<file path="src/rtl/nrisc_pkg.sv">
// nrisc_pkg: shared constants for the fetch-control slice.
//   TAM_DFLT          default program address width
//   ST_RUN..ST_HALT   CoreStatus fetch-mode codes (also the FSM state encoding)
//   advances_pc()     whether a fetch mode lets the PC step on an idle cycle
package nrisc_pkg;

  localparam int TAM_DFLT = 16;

  localparam logic [1:0] ST_RUN   = 2'b00;
  localparam logic [1:0] ST_STALL = 2'b01;
  localparam logic [1:0] ST_REDIR = 2'b10;
  localparam logic [1:0] ST_HALT  = 2'b11;

  // After a redirect the memory fetches progADDR itself, so the PC must hold
  // for one idle cycle; in RUN/STALL it steps to the next address.
  function automatic logic advances_pc(input logic [1:0] st);
    return (st == ST_RUN) || (st == ST_STALL);
  endfunction

endpackage

</file>
<file path="src/rtl/ras_stack.sv">
// ras_stack: small LIFO of return addresses.
//   clk, rst        clock, asynchronous active-low reset (empties the stack)
//   push, push_data write push_data at entry[count]; ignored when full
//   pop             drop entry[count-1]; ignored when empty; wins over push
//   top             entry[count-1] (don't-care when empty)
//   full, empty     count == RAS_DEPTH / count == 0
//   count           number of valid entries, 0..RAS_DEPTH
module ras_stack #(
  parameter int TAM       = 16,
  parameter int RAS_DEPTH = 4,
  localparam int CW       = $clog2(RAS_DEPTH) + 1
) (
  input  logic           clk,
  input  logic           rst,
  input  logic           push,
  input  logic           pop,
  input  logic [TAM-1:0] push_data,
  output logic [TAM-1:0] top,
  output logic           full,
  output logic           empty,
  output logic [CW-1:0]  count
);

  logic [TAM-1:0] entry_r [RAS_DEPTH];
  logic [CW-1:0]  count_r;
  logic [CW-1:0]  count_m1_s;
  logic [CW-2:0]  wr_idx_s;
  logic [CW-2:0]  rd_idx_s;

  assign count_m1_s = count_r - CW'(1);
  // count < RAS_DEPTH whenever a push is accepted, so the low bits index safely
  assign wr_idx_s   = count_r[CW-2:0];
  assign rd_idx_s   = count_m1_s[CW-2:0];
  assign full       = (count_r == CW'(RAS_DEPTH));
  assign empty      = (count_r == CW'(0));
  assign top        = entry_r[rd_idx_s];
  assign count      = count_r;

  // Stack storage and occupancy count.
  always_ff @(posedge clk or negedge rst) begin
    if (!rst) begin
      count_r <= CW'(0);
      for (int i = 0; i < RAS_DEPTH; i++) begin
        entry_r[i] <= TAM'(0);
      end
    end else if (pop && !empty) begin
      count_r <= count_m1_s;
    end else if (push && !full) begin
      entry_r[wr_idx_s] <= push_data;
      count_r           <= count_r + CW'(1);
    end else begin
      count_r <= count_r;
    end
  end

endmodule

</file>
<file path="src/rtl/prog_counter.sv">
// prog_counter: fetch-control stage feeding the program memory.
//   clk, rst       clock, asynchronous active-low reset
//   stall          hold the PC
//   jump, target   load target into the PC
//   call           load target and push PC+1 onto the return stack
//   ret            pop the return stack into the PC
//   halt, resume   freeze / unfreeze fetch
//   progADDR       registered program address (address being fetched)
//   CoreStatus     registered fetch mode, doubles as the FSM state
//   ras_ovf        sticky: call issued while the return stack was full
//   ras_unf        sticky: ret issued while the return stack was empty
module prog_counter import nrisc_pkg::*; #(
  parameter int             TAM       = TAM_DFLT,
  parameter int             RAS_DEPTH = 4,
  parameter logic [TAM-1:0] RST_ADDR  = '0
) (
  input  logic           clk,
  input  logic           rst,
  input  logic           stall,
  input  logic           jump,
  input  logic           call,
  input  logic           ret,
  input  logic [TAM-1:0] target,
  input  logic           halt,
  input  logic           resume,
  output logic [TAM-1:0] progADDR,
  output logic [1:0]     CoreStatus,
  output logic           ras_ovf,
  output logic           ras_unf
);

  localparam int CW = $clog2(RAS_DEPTH) + 1;

  logic [TAM-1:0] pc_inc_s;
  logic [TAM-1:0] next_pc_s;
  logic [1:0]     next_st_s;
  logic           push_s;
  logic           pop_s;
  logic           set_ovf_s;
  logic           set_unf_s;
  logic [TAM-1:0] ras_top_s;
  logic           ras_full_s;
  logic           ras_empty_s;
  logic [CW-1:0]  ras_count_s;

  // Wraps modulo 2^TAM through truncation.
  assign pc_inc_s = progADDR + TAM'(1);

  ras_stack #(
    .TAM       (TAM),
    .RAS_DEPTH (RAS_DEPTH)
  ) u_ras (
    .clk       (clk),
    .rst       (rst),
    .push      (push_s),
    .pop       (pop_s),
    .push_data (pc_inc_s),
    .top       (ras_top_s),
    .full      (ras_full_s),
    .empty     (ras_empty_s),
    .count     (ras_count_s)
  );

  // Next-state decode; one request per cycle, lower priorities are discarded.
  always_comb begin
    next_pc_s = progADDR;
    next_st_s = CoreStatus;
    push_s    = 1'b0;
    pop_s     = 1'b0;
    set_ovf_s = 1'b0;
    set_unf_s = 1'b0;
    case (CoreStatus)
      ST_HALT: begin
        if (resume) begin
          next_st_s = ST_REDIR;
        end else begin
          next_st_s = ST_HALT;
        end
      end
      default: begin
        if (halt) begin
          next_st_s = ST_HALT;
        end else if (ret) begin
          if (!ras_empty_s) begin
            pop_s     = 1'b1;
            next_pc_s = ras_top_s;
            next_st_s = ST_REDIR;
          end else begin
            set_unf_s = 1'b1;
            next_st_s = ST_RUN;
          end
        end else if (call) begin
          // A full stack drops the push but the redirect still happens.
          push_s    = !ras_full_s;
          set_ovf_s = ras_full_s;
          next_pc_s = target;
          next_st_s = ST_REDIR;
        end else if (jump) begin
          next_pc_s = target;
          next_st_s = ST_REDIR;
        end else if (stall) begin
          next_st_s = ST_STALL;
        end else begin
          next_st_s = ST_RUN;
          if (advances_pc(CoreStatus)) begin
            next_pc_s = pc_inc_s;
          end else begin
            next_pc_s = progADDR;
          end
        end
      end
    endcase
  end

  // Registered PC, fetch mode and sticky stack-error flags.
  always_ff @(posedge clk or negedge rst) begin
    if (!rst) begin
      progADDR   <= RST_ADDR;
      CoreStatus <= ST_REDIR;
      ras_ovf    <= 1'b0;
      ras_unf    <= 1'b0;
    end else begin
      progADDR   <= next_pc_s;
      CoreStatus <= next_st_s;
      ras_ovf    <= ras_ovf | set_ovf_s;
      ras_unf    <= ras_unf | set_unf_s;
    end
  end

endmodule

</file>
<file path="config.mk">
export PLATFORM = sky130hd
export DESIGN_NAME = prog_counter
export DESIGN_NICKNAME = d
export VERILOG_FILES = /design/src/rtl/nrisc_pkg.sv /design/src/rtl/ras_stack.sv /design/src/rtl/prog_counter.sv
export SDC_FILE = /design/constraint.sdc
export NUM_CORES = 1
export LEC_CHECK = 0
export BUFFER_PORTS_ARGS = -buffer_cell sky130_fd_sc_hd__clkbuf_2
export CAP_MARGIN = 20
export CORE_ASPECT_RATIO = 0.75
export CORE_MARGIN = 3
export CORE_UTILIZATION = 25
export CTS_CLUSTER_DIAMETER = 120
export DETAILED_ROUTE_END_ITERATION = 10
export GPL_ROUTABILITY_DRIVEN = 0
export GPL_TIMING_DRIVEN = 0
export MAX_ROUTING_LAYER = met4
export PLACE_DENSITY = 0.47
export SYNTH_ARGS = -nofsm -noshare
export SYNTH_HDL_FRONTEND = slang
export SYNTH_SLANG_ARGS = --single-unit
</file>
<file path="constraint.sdc">
create_clock -name clk -period 4.25 [get_ports clk]
set_input_delay 0 -clock clk [delete_from_list [all_inputs] [get_ports clk]]
set_output_delay 0 -clock clk [all_outputs]
set_load 0.02 [all_outputs]
</file>
==> results of run 1 <==
## cell type report
class / count / area [um^2] / area share
Clock buffer: 9 / 225 / 0.0427
Buffer: 29 / 134 / 0.0254
Timing Repair Buffer: 49 / 295 / 0.0559
Sequential cell: 87 / 2180 / 0.413
Tap cell: 236 / 295 / 0.0559
Inverter: 5 / 18.8 / 0.00355
Multi-Input combinational cell: 322 / 2070 / 0.392
Clock inverter: 7 / 63.8 / 0.0121
## metrics by stage
step	setup WS (ps)	instances	hold slack, ps	util	cell area [um^2]
final	1320	744	17.7	0.310	5280
after global routing	1160	744	54.7	0.310	5280
after global placement	1390	722	209	0.288	4910
after CTS	1330	744	19.0	0.310	5280
after floorplan	2030	443	-296	-	4400
after detailed placement	1350	723	14.0	0.290	4940
## power by group
group	switching [W]	internal, W	leakage [nW]	total [W]
Sequential	0.000254	0.00112	1.16	0.00138
Clock	0.000372	0.000412	0.142	0.000784
Combinational	0.000791	0.000522	0.993	0.00131
## state kept, by name (all words and copies together) (netlist names)
| register | flops |
|---|---|
| progADDR | 16 |
| ras_unf | 1 |
| u_ras.entry_r | 64 |
| u_ras.count | 3 |
| CoreStatus | 2 |
| ras_ovf | 1 |
## synth_stat cells (all sizes together), types with 2 or more instances
master	count	area [um^2]
a211oi	5	37.5
a21oi	17	88.8
a221oi	2	17.5
a31oi	5	31.3
and3	3	18.8
buf	7	47.5
clkbuf	22	86.3
dfrtp	86	2150
ha	6	75.1
inv	5	18.8
mux2	5	56.3
mux4	16	360
nand2	92	345
nand3	12	87.6
nand4	2	27.5
nor2	28	105
nor3	3	31.3
nor4	4	70.1
o21ai	89	445
o21bai	2	15.0
o22ai	3	18.8
xnor2	12	105
xor2	3	26.3
## per-layer routing
layer / up-vias / global-route usage / share of wire
met2: 86 / 0.221 / 0.44
met1: 1805 / 0.213 / 0.50
li1: 1682 / - / -
met3: 14 / 0.0307 / 0.053
met4: 0 / 0.0257 / 0.0075
met5: - / - / 0
## worst max path at each step
stage                               from      endpoint  slack, ps  cells past startpoint
after floorplan           u_ras.count[0]   progADDR[7]       2030                      9
after global placement    u_ras.count[0]  progADDR[13]       1390                     11
after detailed placement  u_ras.count[0]  progADDR[13]       1350                     11
after CTS                 u_ras.count[0]  progADDR[13]       1330                     11
after global routing      u_ras.count[0]   progADDR[7]       1160                      9
final                     u_ras.count[0]  progADDR[13]       1320                     11
## logic make-up after synthesis
group / count (synthesis) / share of synthesized area
AO/OA/AOI/OAI: 131 / 0.165
adder cells (fa/ha/maj): 6 / 0.0171
AND/OR/NAND/NOR: 149 / 0.164
buffers and inverters: 34 / 0.0347
multiplexers: 21 / 0.0947
XOR/XNOR: 15 / 0.0299
flip-flops: 87 / 0.495
## worst reg2reg max path, delay by kind of cell, from the launching register on
family	cells	cell delay, ps
compound gates	3	310
fa+ha+maj	1	330
buf+inv	5	1260
flops	1	410
mux	1	380
simple gates	1	100
==> qor.yml, run 1 <==
floorplan:
  die_height_um: 121
  core_region_area_mm2: 0.0170
  initial_core_util: 0.258
  fp-row-count: 41
  pin_count: 44
  die_x_um: 159
  die_area_mm2: 0.0192
sta:
  relSlewSlack: 0.577
  setup_violations: 0
  finalMaxSlewViolations: 0
  final.min_clock_period_ps: 2930
  fin_skew_ps: 8.07
  tightestPinTransition_ps: 635
  rsz0062_at_grt: "false"
  fmax_mhz: 341
  final-hold-violation-count: 0
  timing.final.crit_share: 0.690
  setup_tns_ps: 0
global_routing:
  grt_start_max_net_pins: 60
  grt-ovfl-total: 0
  grt_pass1_wl_mm: 21.2
  antenna_found_initial: 0
  grt_pass1_vias: 3553
  grt_usage: 0.149
worst_setup_path:
  cpPeakStageDelay_ps: 410
  r2r_start: "u_ras.count[0]"
  cpMaxStageDelayCell: "dfrtp_1"
  path_cells: "buf_6 -> buf_6 -> inv_1 -> ha_1 -> clkbuf_2 -> buf_2 -> mux4_2 -> nand2_1 -> o21ai_0 -> a21oi_1 -> o2bb2ai_1"
  critPathArrivalTime_ps: 3140
  rr_worst_depth: 11
  end_kind: "flop"
  worstPathMaxFanout: 10
  crit_top_cell: "buf_6"
  startpoint_type: "flop"
  cp_top_family: "buffers and inverters"
  timing.rr.end: "progADDR[13]"
  crit_buf_inv: 5
  crit_required_ps: 4460
  reg2reg_slack_ps: 1320
  crit_type: "flop to flop"
clock_tree:
  cts_sinks: 87
  post_cts_resized: 0
  cts_setup_buffers: 0
  tritoncts: "built"
  cts_root_buffer: "clkbuf_16"
  clk_pin_slew_ps: 70
  cts_buffer_depth: 2
  cts_htree_levels: 3
  hold_buffers: 5
  clk_latency_ps: 340
  cts_buffers: 9
yosys:
  seq_area_frac_synth: 0.495
  synth_warnings: 0
  syn_area_mm2: 0.00440
  synthArstFlopShare: 1.00
  syn_inst: 443
  postSynthAreaPerCell_um2: 9.93
  synth_edf_count: 0
  synth_cell_types: 47
  synth_fp_nets: 473
  yosys_register_bits: 87
  synth-main-ff-cell: "dfrtp_1"
cells_and_area:
  mostFrequentLayoutCell: "nand2_1"
  mostFrequentLayoutCells: "92 x nand2_1, 86 x dfrtp_1, 72 x o21ai_0"
  nNetsFinal: 533
  filler_cell_count: 1811
  drive_gt1_frac: 0.209
  area_growth_pct: 20.0
  antennaDiodeCount: 0
drt:
  dr.pass1.iters: 5
  wl_per_cell_um: 18.2
  detail_route.iter0.violations: 336
  routed_via_density: 4.82
  drc: 0
  final_antenna_net_count: 0
  vias: 3587
  wirelength_mm: 13.6
job:
  cap_violations: 0
pwr:
  p_per_area_mw_per_mm2: 658
  p_leak_nw: 2.29
  p_total_w: 0.00347
  ir_worst_vdd_mv: 0.234
min_path:
  min_delay_path_depth: 3
  hold_path_startpoint: "target[7]"
  whs_endpoint: "progADDR[7]"
  hold_path_class: "input port to flop"
place:
  port_buffers: 43
  dp_hpwl_mm: 9.59
status:
  outcome: "finished, final reports clean"
(Power assumes the default switching activity.)
==> run 2, diff against run 1 <==
--- a/config.mk
+++ b/config.mk
@@ -15,7 +15,7 @@
 export GPL_ROUTABILITY_DRIVEN = 0
 export GPL_TIMING_DRIVEN = 0
 export MAX_ROUTING_LAYER = met4
-export PLACE_DENSITY = 0.47
+export PLACE_DENSITY = 0.49
 export SYNTH_ARGS = -nofsm -noshare
 export SYNTH_HDL_FRONTEND = slang
 export SYNTH_SLANG_ARGS = --single-unit
==> constraint.sdc (replaced) <==
create_clock -name clk -period 2.4 [get_ports clk]
set_input_delay 0 -clock clk [delete_from_list [all_inputs] [get_ports clk]]
set_output_delay 0 -clock clk [all_outputs]
set_load 0.02 [all_outputs]
==> qor.yml, run 2 (synthesis results as in run 1) <==
status:
  outcome: "finished, final reports clean"  # unchanged
worst_setup_path:
  rr_worst_depth: 11  # unchanged
  startpoint_type: "flop"  # unchanged
  crit_required_ps: 2630  # was 4460 ps
  timing.rr.end: "progADDR[13]"  # unchanged
  critPathArrivalTime_ps: 2500  # was 3140 ps
  reg2reg_slack_ps: 130  # was 1320 ps
  end_kind: "flop"  # unchanged
  r2r_start: "u_ras.count[0]"  # unchanged
  worstPathMaxFanout: 10  # unchanged
  crit_type: "flop to flop"  # unchanged
place:
  dp_hpwl_mm: 9.35  # was 9.59 mm
  port_buffers: 43  # unchanged
  dp_cells: 723  # unchanged
clock_tree:
  tritoncts: "built"  # unchanged
  clk_pin_slew_ps: 70  # about the same
  clk_latency_ps: 340  # about the same
  cts_htree_levels: 3  # unchanged
  cts_root_buffer: "clkbuf_16"  # unchanged
  cts_buffer_depth: 2  # unchanged
  cts_sinks: 87  # unchanged
  cts_buffers: 9  # unchanged
sta:
  fin_hold_ws_ps: 34.5  # was 17.7 ps
  timing.final.crit_share: 0.945  # was 0.690
  tightestPinTransition_ps: 613  # was 635 ps
  finalMaxSlewViolations: 0  # unchanged
  final.min_clock_period_ps: 2270  # was 2930 ps
  relSlewSlack: 0.589  # was 0.577
  setup_violations: 0  # unchanged
  fmax_mhz: 441  # was 341 MHz
  fin_skew_ps: 5.57  # was 8.07 ps
  rsz0062_at_grt: "false"  # unchanged
  final-hold-violation-count: 0  # unchanged
min_path:
  hold_path_class: "input port to flop"  # unchanged
  min_delay_path_depth: 3  # unchanged
  whs_endpoint: "progADDR[7]"  # unchanged
  hold_path_startpoint: "target[7]"  # unchanged
floorplan:
  die_x_um: 159  # unchanged
  die_area_mm2: 0.0192  # unchanged
  fp-row-count: 41  # unchanged
  core_region_area_mm2: 0.0170  # unchanged
  die_height_um: 121  # unchanged
  pin_count: 44  # unchanged
  initial_core_util: 0.258  # unchanged
pwr:
  ir_worst_vdd_mv: 0.471  # was 0.234 mV
  p_per_area_mw_per_mm2: 1180  # was 658 mW/mm^2
  p_leak_nw: 2.34  # was 2.29 nW
global_routing:
  antenna_found_initial: 0  # unchanged
  grt_pass1_wl_mm: 21.4  # was 21.2 mm
  grt_start_max_net_pins: 51  # was 60
  grt_pass1_vias: 3636  # was 3553
  grt-ovfl-total: 0  # unchanged
  grt_usage: 0.149  # about the same
drt:
  routed_via_density: 4.87  # was 4.82
  dr.pass1.iters: 4  # was 5
  drc: 0  # unchanged
  final_antenna_net_count: 0  # unchanged
  wirelength_mm: 13.4  # was 13.6 mm
  detail_route.iter0.violations: 294  # was 336
  vias: 3633  # was 3587
  wl_per_cell_um: 18.0  # was 18.2 um
cells_and_area:
  antennaDiodeCount: 0  # unchanged
  largest_reg_flops: 64  # unchanged
  regMostFlops: "u_ras.entry_r"  # unchanged
  mostFrequentLayoutCells: "92 x nand2_1, 86 x dfrtp_1, 72 x o21ai_0"  # unchanged
  fin_cells: 746  # was 744
  nNetsFinal: 535  # was 533
  area_growth_pct: 22.1  # was 20.0%
  drive_gt1_frac: 0.231  # was 0.209
  mostFrequentLayoutCell: "nand2_1"  # unchanged
job:
  cap_violations: 0  # unchanged
run 2: cell count changes in the layout (fill, tap and decap cells not counted), moves of 3 or more:
cell      delta
buf_4        +4
clkbuf_1     -8
clkbuf_2     +5
clkinv_4     +3
run 2: per-layer routing:
| metal | GRT usage | part of all wire | vias to the layer above |
|---|---|---|---|
| met5 | - | 0 | - |
| met3 | 0.0266 | 0.053 | 10 |
| met2 | 0.221 | 0.45 | 104 |
| met4 | 0.0306 | 0.0086 | 0 |
| met1 | 0.216 | 0.49 | 1836 |
| li1 | - | - | 1683 |
run 2: area by class of cell:
class	instances	area [um^2]
Sequential cell	87	2180
Clock buffer	10	239
Clock inverter	6	51.3
Fill cell	1790	11700
Inverter	5	18.8
Buffer	29	189
Multi-Input combinational cell	322	2090
Timing Repair Buffer	51	310
Tap cell	236	295
run 2: critical path, cell delays in order, from the launching register on:
cell and delay (ps):
dfrtp_1 420, buf_8 140, buf_12 150, inv_1 180, ha_4 240, buf_8 150
buf_12 150, mux4_2 320, nand2_1 90, o21ai_0 90, a21oi_1 150, o2bb2ai_1 80
run 2: power by group:
part | switching [W] | leakage [nW] | internal, W
Sequential | 0.000465 | 1.16 | 0.00199
Combinational | 0.00142 | 1.04 | 0.00107
Clock | 0.000636 | 0.145 | 0.000745
Total | 0.00252 | 2.34 | 0.00381
run 2: how the worst max path moves through the flow:
stage,startpoint,endpoint,slack (ps)
final,u_ras.count[0],progADDR[13],130
after global routing,u_ras.count[0],u_ras.entry_r[15],7
after CTS,u_ras.count[0],progADDR[14],2
after detailed placement,u_ras.count[0],progADDR[7],-490
after global placement,u_ras.count[0],progADDR[13],-460
after floorplan,u_ras.count[0],progADDR[7],180
run 2: what timing repair did:
item	in CTS	in global routing
endpoints found under the hold margin	39	0
hold buffers	5	0
gates resized for setup	12	20
pin swaps	0	0
setup buffers	2	0
endpoints found under the setup margin	66	70
run 2: per-stage QoR:
step	setup slack (ps)	power (W)	setup TNS (ps)	util	area [um^2]
final	132	0.00633	0	0.315	5370
after CTS	1.52	0.00627	0	0.313	5330
after floorplan	175	0.00393	0	-	4400
after global routing	7.06	0.00674	0	0.315	5370
after detailed placement	-487	0.00475	-6620	0.290	4940
after global placement	-461	0.00470	-4980	0.288	4910
==> run 3, diff against run 2 <==
==> constraint.sdc (replaced) <==
create_clock -name clk -period 2.4 [get_ports clk]
set_input_delay 0.12 -clock clk [delete_from_list [all_inputs] [get_ports clk]]
set_output_delay 0.12 -clock clk [all_outputs]
set_load 0.02 [all_outputs]
==> qor.yml, run 3 (synthesis results as in run 1) <==
status:
  outcome: "finished, final reports clean"  # unchanged
worst_setup_path:
  rr_worst_depth: 11  # unchanged
  path_cells: "buf_8 -> buf_12 -> inv_1 -> ha_4 -> buf_8 -> buf_12 -> mux4_2 -> nand2_1 -> o21ai_0 -> a21oi_1 -> o2bb2ai_1"  # unchanged
  cpMaxStageDelayCell: "dfrtp_1"  # unchanged
  critPathArrivalTime_ps: 2510  # was 2500 ps
  cpPeakStageDelay_ps: 420  # about the same
  startpoint_type: "flop"  # unchanged
  crit_type: "flop to flop"  # unchanged
  crit_required_ps: 2630  # about the same
  cp_top_family: "buffers and inverters"  # unchanged
  crit_buf_inv: 5  # unchanged
  worstPathMaxFanout: 10  # unchanged
  end_kind: "flop"  # unchanged
  timing.rr.end: "progADDR[13]"  # unchanged
  r2r_start: "u_ras.count[0]"  # unchanged
  reg2reg_slack_ps: 120  # was 130 ps
  worst-path-stages: 11  # unchanged
drt:
  final_antenna_net_count: 0  # unchanged
  detail_route.iter0.violations: 296  # was 294
  vias: 3610  # was 3633
  routed_via_density: 4.86  # was 4.87
  drc: 0  # unchanged
  wirelength_mm: 13.4  # about the same
  dr.pass1.iters: 6  # was 4
  wl_per_cell_um: 18.0  # about the same
floorplan:
  initial_core_util: 0.258  # unchanged
  core_region_area_mm2: 0.0170  # unchanged
  die_area_mm2: 0.0192  # unchanged
  fp-row-count: 41  # unchanged
  die_x_um: 159  # unchanged
  pin_count: 44  # unchanged
  die_height_um: 121  # unchanged
job:
  cap_violations: 0  # unchanged
global_routing:
  grt_usage: 0.149  # about the same
  grt_pass1_vias: 3624  # was 3636
  grt_start_max_net_pins: 51  # unchanged
  antenna_found_initial: 0  # unchanged
  grt_pass1_wl_mm: 21.4  # about the same
  grt-ovfl-total: 0  # unchanged
sta:
  finalMaxSlewViolations: 0  # unchanged
  timing.final.crit_share: 0.952  # was 0.945
  setup_violations: 0  # unchanged
  fmax_mhz: 438  # was 441 MHz
  setup_tns_ps: 0  # unchanged
  rsz0062_at_grt: "false"  # unchanged
  fin_skew_ps: 6.35  # was 5.57 ps
  relSlewSlack: 0.586  # was 0.589
  final-hold-violation-count: 0  # unchanged
  fin_hold_ws_ps: 42.4  # was 34.5 ps
  final.min_clock_period_ps: 2280  # was 2270 ps
  tightestPinTransition_ps: 620  # was 613 ps
clock_tree:
  cts_htree_levels: 3  # unchanged
  clk_latency_ps: 340  # about the same
  tritoncts: "built"  # unchanged
  cts_buffers: 9  # unchanged
  cts_sinks: 87  # unchanged
  cts_root_buffer: "clkbuf_16"  # unchanged
  clk_pin_slew_ps: 70  # about the same
  cts_buffer_depth: 2  # unchanged
min_path:
  hold_path_startpoint: "halt"  # was target[7]
  min_delay_path_depth: 3  # unchanged
  whs_endpoint: "CoreStatus[1]"  # was progADDR[7]
  hold_path_class: "input port to flop"  # unchanged
cells_and_area:
  mostFrequentLayoutCell: "nand2_1"  # unchanged
  fin_cells: 743  # was 746
  area_growth_pct: 21.4  # was 22.1%
  drive_gt1_frac: 0.233  # was 0.231
  regMostFlops: "u_ras.entry_r"  # unchanged
  mostFrequentLayoutCells: "92 x nand2_1, 86 x dfrtp_1, 72 x o21ai_0"  # unchanged
  filler_cell_count: 1792  # was 1790
  nNetsFinal: 532  # was 535
  antennaDiodeCount: 0  # unchanged
  largest_reg_flops: 64  # unchanged
place:
  port_buffers: 43  # unchanged
  dp_hpwl_mm: 9.35  # unchanged
  dp_cells: 723  # unchanged
pwr:
  ir_worst_vdd_mv: 0.473  # was 0.471 mV
  p_leak_nw: 2.33  # was 2.34 nW
  p_per_area_mw_per_mm2: 1180  # about the same
## run 3: worst reg2reg max path, stage by stage, from the launching register on
cell and delay (ps):
dfrtp_1 420, buf_8 150, buf_12 150, inv_1 180, ha_4 250, buf_8 150, buf_12 160, mux4_2 320
nand2_1 90, o21ai_0 90, a21oi_1 150, o2bb2ai_1 80
## run 3: per-stage QoR
step | setup slack [ps] | power (W) | utilization | instance area [um^2]
finish | 115 | 0.00632 | 0.314 | 5340
global route | 7.06 | 0.00673 | 0.314 | 5340
CTS | 1.52 | 0.00626 | 0.311 | 5300
detailed placement | -487 | 0.00475 | 0.290 | 4940
global placement | -461 | 0.00470 | 0.288 | 4910
floorplan | 175 | 0.00393 | - | 4400
## run 3: layout make-up
class                      count  area, um^2  area share
multi-input combinational    322        2090       0.391
inverter                       5        18.8     0.00351
sequential                    87        2180       0.408
timing repair buffer          48         280      0.0525
buffer                        29         189      0.0354
clock buffer                  10         239      0.0447
clock inverter                 6        51.3     0.00960
tap                          236         295      0.0553
## run 3: timing repair
| item | 4_1_cts | 5_1_grt |
|---|---|---|
| hold buffers | 2 | 0 |
| gates cloned | 0 | 0 |
| gates resized for setup | 12 | 20 |
| endpoints found under the setup margin | 66 | 69 |
| endpoints found under the hold margin | 38 | 0 |
| buffers inserted | 2 | 0 |
## run 3: layer usage
metal	share of wire	global-route usage	wire [um]
met1	0.50	0.216	6640
met2	0.44	0.220	5950
met3	0.051	0.0266	686
met4	0.0084	0.0306	112
met5	0	-	0
## run 3: report_power, final
| part | internal, W | switching (W) |
|---|---|---|
| Clock | 0.000745 | 0.000634 |
| Combinational | 0.00107 | 0.00142 |
| Sequential | 0.00199 | 0.000468 |
## run 3: how the worst max path moves through the flow
stage	startpoint	end	slack, ps
after floorplan	u_ras.count[0]	progADDR[7]	180
after global placement	u_ras.count[0]	progADDR[13]	-460
after detailed placement	u_ras.count[0]	progADDR[7]	-490
after CTS	u_ras.count[0]	progADDR[14]	2
after global routing	u_ras.count[0]	u_ras.entry_r[15]	7
final	u_ras.count[0]	progADDR[13]	120
